`config.mk`:
```
export PLATFORM = sky130hd
export DESIGN_NAME = pic_priority_resolver
export DESIGN_NICKNAME = d
export VERILOG_FILES = /design/src/rtl/pic_priority_resolver.sv
export SDC_FILE = /design/constraint.sdc
export NUM_CORES = 1
export LEC_CHECK = 0
export CORE_MARGIN = 2
export CORE_UTILIZATION = 49
export CTS_CLUSTER_DIAMETER = 30
export DETAILED_ROUTE_END_ITERATION = 8
export GPL_TIMING_DRIVEN = 0
export PLACE_DENSITY = 0.73
export SYNTH_ARGS = -nofsm -noshare
export SYNTH_HDL_FRONTEND = slang
export SYNTH_SLANG_ARGS = --single-unit
export TNS_END_PERCENT = 50
```
`constraint.sdc`:
```
create_clock -name clk -period 16.1 [get_ports clk]
set_input_delay 4.83 -clock clk [delete_from_list [all_inputs] [get_ports clk]]
set_output_delay 4.83 -clock clk [all_outputs]
set_load 0.01 [all_outputs]
```
`src/rtl/pic_priority_resolver.sv`:
```
// Request, in-service and priority stage of an 8259A-style PIC.
// Define PIC_PRIORITY_RESOLVER_SFNM_EN to honour the SFNM special fully nested mode input.
module pic_priority_resolver #(
  parameter int         NUM_IR          = 8,
  parameter logic [2:0] LOWEST_PRIO_RST = 3'd7
) (
  input  logic              clk,
  input  logic              rst_n,
  input  logic [NUM_IR-1:0] IR,
  input  logic [NUM_IR-1:0] IM,
  input  logic              LTIM,
  input  logic              AEOI,
  input  logic              SFNM,
  input  logic              first_ACK,
  input  logic              second_ACK,
  input  logic              ocw2_valid,
  input  logic [7:0]        ocw2_data,
  output logic              INT,
  output logic [2:0]        INT_VEC,
  output logic [NUM_IR-1:0] IRR,
  output logic [NUM_IR-1:0] ISR
);

  typedef enum logic [1:0] {IDLE, ACK1, ACK2} state_t;

  state_t            state, state_n;
  logic [NUM_IR-1:0] ir_q, irr_n, isr_set, isr_clr;
  logic              first_ack_q, second_ack_q;
  logic              first_rise, second_rise, second_fall;
  logic [2:0]        ptr, ptr_n;
  logic              rot_aeoi, rot_aeoi_n, spurious;
  logic              cand_found, isr_found, win_valid, sfnm_tie, vec_load, int_n;
  logic [2:0]        cand, isr_top, ocw_l, ocw_cmd;
  logic              unused_in;

  // Highest-priority set bit of v, scanning from p+1 round to p; returns {found, level}.
  function automatic logic [3:0] top_of(input logic [7:0] v, input logic [2:0] p);
    logic [3:0] r;
    r = 4'b0;
    for (int k = 7; k >= 0; k--) begin
      if (v[p + 3'(k + 1)]) r = {1'b1, p + 3'(k + 1)};
    end
    return r;
  endfunction

  function automatic logic [2:0] rank_of(input logic [2:0] idx, input logic [2:0] p);
    return idx - p - 3'd1;
  endfunction

  assign {cand_found, cand}   = top_of(IRR & ~IM, ptr);
  assign {isr_found, isr_top} = top_of(ISR, ptr);

  assign first_rise  = first_ACK & ~first_ack_q;
  assign second_rise = second_ACK & ~second_ack_q;
  assign second_fall = ~second_ACK & second_ack_q;
  assign ocw_cmd     = ocw2_data[7:5];
  assign ocw_l       = ocw2_data[2:0];

`ifdef PIC_PRIORITY_RESOLVER_SFNM_EN
  assign sfnm_tie  = SFNM && cand_found && isr_found && (cand == isr_top);
  assign unused_in = &{1'b0, ocw2_data[4:3]};
`else
  assign sfnm_tie  = 1'b0;
  assign unused_in = &{1'b0, SFNM, ocw2_data[4:3]};
`endif

  assign win_valid = cand_found &&
                     (!isr_found || (rank_of(cand, ptr) < rank_of(isr_top, ptr)) || sfnm_tie);

  // Acknowledge sequencing plus OCW2 decode; OCW2 is applied last so its pointer write wins.
  always_comb begin
    state_n    = state;
    isr_set    = '0;
    isr_clr    = '0;
    ptr_n      = ptr;
    rot_aeoi_n = rot_aeoi;
    vec_load   = 1'b0;
    case (state)
      IDLE: begin
        if (first_rise) begin
          state_n  = ACK1;
          vec_load = 1'b1;
          if (win_valid) isr_set[cand] = 1'b1;
        end
      end
      ACK1: begin
        if (second_rise) state_n = ACK2;
      end
      ACK2: begin
        if (second_fall) begin
          state_n = IDLE;
          if (AEOI && !spurious) begin
            isr_clr[INT_VEC] = 1'b1;
            if (rot_aeoi) ptr_n = INT_VEC;
          end
        end
      end
      default: state_n = IDLE;
    endcase
    if (ocw2_valid) begin
      case (ocw_cmd)
        3'b001: if (isr_found) isr_clr[isr_top] = 1'b1;
        3'b011: isr_clr[ocw_l] = 1'b1;
        3'b101: begin
          if (isr_found) begin
            isr_clr[isr_top] = 1'b1;
            ptr_n            = isr_top;
          end
        end
        3'b111: begin
          isr_clr[ocw_l] = 1'b1;
          ptr_n          = ocw_l;
        end
        3'b110: ptr_n = ocw_l;
        3'b100: rot_aeoi_n = 1'b1;
        3'b000: rot_aeoi_n = 1'b0;
        default: ;
      endcase
    end
    int_n = (state == IDLE) && (state_n == IDLE) && win_valid;
  end

  // The acknowledged level drops out of IRR in the ack cycle in both trigger modes.
  always_comb begin
    irr_n = IRR;
    for (int i = 0; i < NUM_IR; i++) begin
      if (isr_set[i])   irr_n[i] = 1'b0;
      else if (LTIM)    irr_n[i] = IR[i];
      else if (!IR[i])  irr_n[i] = 1'b0;
      else if (!ir_q[i]) irr_n[i] = 1'b1;
    end
  end

  always_ff @(posedge clk or negedge rst_n) begin
    if (!rst_n) begin
      state        <= IDLE;
      ir_q         <= '0;
      first_ack_q  <= 1'b0;
      second_ack_q <= 1'b0;
      IRR          <= '0;
      ISR          <= '0;
      ptr          <= LOWEST_PRIO_RST;
      rot_aeoi     <= 1'b0;
      spurious     <= 1'b0;
      INT          <= 1'b0;
      INT_VEC      <= 3'd0;
    end else begin
      state        <= state_n;
      ir_q         <= IR;
      first_ack_q  <= first_ACK;
      second_ack_q <= second_ACK;
      IRR          <= irr_n;
      ISR          <= (ISR & ~isr_clr) | isr_set;
      ptr          <= ptr_n;
      rot_aeoi     <= rot_aeoi_n;
      INT          <= int_n;
      if (vec_load) begin
        INT_VEC  <= win_valid ? cand : 3'd7;
        spurious <= !win_valid;
      end
    end
  end

endmodule
```
Word level (Yosys, flattened, before mapping)

Index checks and enable logic that the tools add are counted.

Register bits after elaboration: 37
Input bits: 32
Output and inout port bits: 20
Word-level logic and storage cells: 207

Add/sub/neg operators: 11
Magnitude comparators: 17
Equality and inequality tests: 16
Mux-type cells: 112
Bitwise operators: 13
Reduce and logical (&&, ||, !) cells: 20

Operator list:

| kind                  | number |
|---|---|
| $mux W4               | 16 |
| $mux W8               | 8 |
| $mux W1               | 54 |
| $bmux W1 S3           | 16 |
| $lt A3 B4 Y1 const B  | 12 |
| $ne A4 B3 Y1 const B  | 8 |
| $or A8 B8 Y8          | 3 |
| $mux W3               | 7 |
| $and A8 B8 Y8         | 2 |
| $not A8 Y8            | 2 |
| $pmux W8 S2           | 1 |
| $add A3 B3 Y3 const B | 4 |
| $demux W1 S3          | 4 |
| $eq A3 B3 Y1 const B  | 4 |
| $ge A3 B1 Y1 const B  | 4 |
| $logic_and A1 B1 Y1   | 8 |
| $add A3 B2 Y3 const B | 2 |
| $mux W2               | 3 |
| $pmux W2 S3           | 1 |
| $pmux W3 S2           | 1 |
| $reduce_or A2 Y1      | 3 |
| $sub A3 B1 Y3 const B | 2 |
| $sub A3 B3 Y3         | 2 |
| $logic_not A2 Y1      | 2 |
| other kinds (14)      | 20 |

Depth between registers and ports, before layout

Depth in word-level cells: 21
Gate-level depth with buffers: 22
Depth with buffers taken out: 18

Worst setup path before layout

Ideal clock, no wire load.

Path kind: input-to-reg
Start point: input IM[7]
End point: register IRR[0]
Setup time: 0.120 ns
Arrival: 8.752 ns
Required time: 15.980 ns
Slack: 7.228 ns
Cell stages on the path: 15
Path buffers: 0
Path through: nand2b_1 mux2i_1 mux4_2 and2_1 a311o_1 a211oi_2 ha_1 fa_1 ha_1 a21o_1 a21o_1 a32o_1 or2_1 or3_1 o211a_1

Longest elaborated chain between the ends: 21
Elaborated cells on any way between the ends: 41
Classes of those cells: 2 x add/sub; 3 x order compare; 1 x eq/ne; 30 x mux; 2 x bitwise; 3 x reduce/logical

RTL lines:

| what                                                            | RTL line | text |
|---|---|---|
| start, declared                                                 | 10       | `input logic [NUM_IR-1:0] IM,` |
| $not A8 Y8 (*)                                                  | 50       | `assign {cand_found, cand} = top_of(IRR & ~IM, ptr);` |
| $and A8 B8 Y8 (*)                                               | 50       |  |
| $bmux W1 S3                                                     | 41       | `if (v[p + 3'(k + 1)]) r = {1'b1, p + 3'(k + 1)};` |
| $mux W1 (implied by the code)                                   | 41       |  |
| $mux W4 (7 in a row)                                            | 41       |  |
| $mux W4 (*)                                                     | 41       |  |
| $sub A3 B3 Y3                                                   | 47       | `return idx - p - 3'd1;` |
| $sub A3 B1 Y3                                                   | 47       |  |
| $lt A3 B3 Y1                                                    | 68       | `(!isr_found \|\| (rank_of(cand, ptr) < rank_of(isr_top, ptr)) \|\| sfnm_tie);` |
| $logic_or A1 B1 Y1                                              | 68       |  |
| $logic_and A1 B1 Y1                                             | 67       | `assign win_valid = cand_found &&` |
| $mux W8 (*)                                                     | 83       | `if (win_valid) isr_set[cand] = 1'b1;` |
| $mux W8 (*)                                                     | 80       | `if (first_rise) begin` |
| $mux W8 (*)                                                     | 78       | `case (state)` |
| $ne A4 B3 Y1 (no source line) / $mux W1 (equally long branches) | -        |  |
| end signal, assigned                                            | 152      | `IRR <= irr_n;` |
| end, declared                                                   | 20       | `output logic [NUM_IR-1:0] IRR,` |

Mark *: on every way between the ends. The rest lies on a longest branch, timed or not. The select of a mux whose other input is x is not followed.
A chain may end at the register's enable or synchronous reset.

Worst setup path in the final report

Ends and elaborated chain as after synthesis.

==> flow_metrics.py <==
metrics = {
    "clock_tree": {
        "clk_pin_slew_ns": 0.08,
        "postCtsSetupRepairBufs": 0,
        "ctsResizeCount": 0,
        "cts_hold_buf": 0,
        "clockRootBuffer": "clkbuf_8",
        "h-tree-depth": 2,
        "cts_made_buffers": 5,
        "cts_buffer_depth": 2,
        "insertion_delay_ns": 0.29,
        "tritoncts": "done",
        "clock-sinks": 37,
    },
    "floorplanning": {
        "start_util_pct": 50.9,
        "num_rows": 31,
        "io_pins": 52,
        "die_h_um": 91.3,
        "core_area_mm2": 0.00733,
        "die_w_um": 91.3,
        "dieArea_mm2": 0.00833,
    },
    "sta": {
        "min_period_over_period_pct": 60.2,
        "fmax_mhz": 103,
        "rsz0062_at_grt": "no",
        "timing.setup.tns_ns": 0,
        "fin_crit_ns": 9.69,
        "setup_viol": 0,
        "fin_skew_ns": 0.00806,
        "finalHoldViolCount": 0,
        "worst_pin_slew_ns": 0.871,
        "max_slew_margin_pct": 41.7,
        "slew_violations": 0,
    },
    "layout": {
        "drive_above_1_share_pct": 14.7,
        "diodes": 0,
        "area_delta_synth_final_pct": 18.8,
        "filler_cell_count": 631,
        "utilization_pct": 60.5,
        "nNetsFinal": 501,
    },
    "place": {
        "portBuffers": 45,
        "detailedPlacementHpwl_um": 8280,
        "gp_congestion": 0.962,
    },
    "synth": {
        "async_flop_share_pct": 100,
        "syn_nets": 449,
        "yosysWarnings": 0,
        "ys_ff_latch": 37,
        "syn_avg_cell_area_um2": 9.12,
        "synthCells": 409,
        "syn_area_mm2": 0.00373,
        "ys_types": 78,
        "synthFlopType": "dfrtp_1",
        "yosysSeqAreaShare_pct": 24.9,
        "synth_edf_count": 0,
    },
    "hold_path": {
        "holdCritPathClass": "register to register",
    },
    "routing": {
        "drt_iter0_drc": 275,
        "wirelength_um": 10800,
        "postRouteAntennaNets": 0,
        "vias_per_cell": 6.49,
        "wl_per_cell_um": 19.2,
        "first_pass_iters": 5,
        "drc": 0,
        "dr_total_vias": 3642,
    },
    "setup_path": {
        "slowest_delay_ns": 0.58,
        "worstPathCellList": "clkdlybuf4s50_1 -> nand2b_1 -> mux2i_1 -> mux4_2 -> and2_1 -> a311o_1 -> a211oi_2 -> ha_1 -> fa_1 -> ha_1 -> a21o_1 -> a21o_1 -> a32o_1 -> or2_1 -> or3_1 -> o211a_1",
        "critPathLaunchType": "input pin",
        "critPathArrivalTime_ns": 9.87,
        "end_kind": "register",
        "required_ns": 16.28,
        "crit_type": "input pin to register",
        "crit_path_max_fanout": 7,
        "cp_slowest_cell": "mux4_2",
    },
    "grt": {
        "grt_max_degree": 38,
        "grt.overflow.total": 0,
        "grt_antenna_before_repair": 0,
        "grt_first_pass_wirelength_um": 18000,
        "grtUsageTotal_pct": 26.8,
        "grt_pass1_vias": 3476,
    },
    "status": {
        "outcome": "completed",
    },
    "run": {
        "drv_cap": 0,
    },
}
cell usage after synthesis, types with 5 or more instances:
cell | number | area, um^2
nand2_1 | 44 | 165
dfrtp_1 | 34 | 851
nor2_1 | 30 | 113
mux2i_1 | 24 | 240
o21ai_0 | 22 | 110
a21oi_1 | 21 | 105
mux4_2 | 20 | 450
nand2b_1 | 12 | 75.1
clkbuf_1 | 11 | 41.3
inv_1 | 10 | 37.5
nor2b_1 | 10 | 62.6
mux2_2 | 9 | 101
nor3_1 | 9 | 45.0
or3_1 | 8 | 50.1
buf_2 | 7 | 35.0
o221ai_1 | 7 | 61.3
xnor2_1 | 7 | 61.3
a21o_1 | 6 | 45.0
ha_1 | 6 | 75.1
a22oi_1 | 5 | 37.5
o22ai_1 | 5 | 31.3
state kept, by name, indices dropped and copies added, names as in the netlist:
register and cells:
ISR 8, spurious 1, rot_aeoi 1, second_ack_q 1, first_ack_q 1, INT 1
state 2, IRR 8, ptr 3, ir_q 8, INT_VEC 3
placed cells by master, fill, tap and decap left out, types with 8 or more instances in the layout:
cell type and n:
mux4_2 20, nor2_1 30, nand2b_1 12, clkdlybuf4s50_1 44, a21oi_1 21, dfrtp_1 34
buf_2 8, clkbuf_1 11, inv_1 10, nand2_1 44, mux2i_1 24, nor3_1 9
mux2_2 9, o21ai_0 22, nor2b_1 10, or3_1 8
through the flow:
step	worst slack, ns	instance area (um^2)	cells	hold WS [ns]
2_1_floorplan	7.23	3730	409	0.408
3_3_place_gp	6.21	4310	553	0.412
3_5_place_dp	6.14	4300	553	0.428
4_1_cts	6.45	4430	561	0.431
5_1_grt	6.15	4430	561	0.485
6_report	6.41	4430	561	0.422
routing by layer:
metal  part of all wire, %  up-vias  routed length, um  global-route usage, %
met2                    50      167               5360                   45.5
met3                   7.0       23                755                   4.40
met4                   1.8        0                194                   6.94
li1                      -     1688                  -                      -
met5                     0        -                  0                      0
met1                    41     1764               4460                   35.6
final timing paths:
path,start,to,slack [ns],depth (start not counted)
max in group asynchronous,rst_n,ISR[1],10.98,1
setup reg to reg,ptr[1],IRR[0],9.55,18
setup / recovery,IM[7],IRR[0],6.41,16
hold / removal,ir_q[7],IRR[7],0.42,1
hold reg to reg,ir_q[7],IRR[7],0.42,1
min in group asynchronous,rst_n,IRR[4],4.62,1
layout make-up:
| cell class | instances | area, um^2 | area share [%] |
|---|---|---|---|
| Sequential cell | 37 | 930 | 21.0 |
| Timing Repair Buffer | 45 | 445 | 10.0 |
| Tap cell | 99 | 124 | 2.79 |
| Multi-Input combinational cell | 336 | 2640 | 59.4 |
| Buffer | 23 | 118 | 2.65 |
| Clock inverter | 3 | 65.1 | 1.47 |
| Clock buffer | 5 | 68.8 | 1.55 |
| Inverter | 13 | 48.8 | 1.10 |
worst max-delay path: cells and delay by family:
family,cells,cell delay [ns]
AND/OR/NAND/NOR,4,1.14
adder cells (fa/ha/maj),3,0.97
buffers and inverters,1,0.44
multiplexers,2,0.84
AO/OA/AOI/OAI,6,1.66
cell families after synthesis:
group	Yosys count	synth area share [%]
xor gates and xnor gates	8	1.88
AOI/OAI and AO/OA	118	22.8
DFF	37	24.9
muxes	55	22.3
and+or+nand+nor	147	20.5
buffers and inverters	36	4.46
adders and majority gates	8	3.09
Power is left out: the tool's default activity adds up to more than one toggle a clock period on the data nets, which glitch-free logic cannot reach.
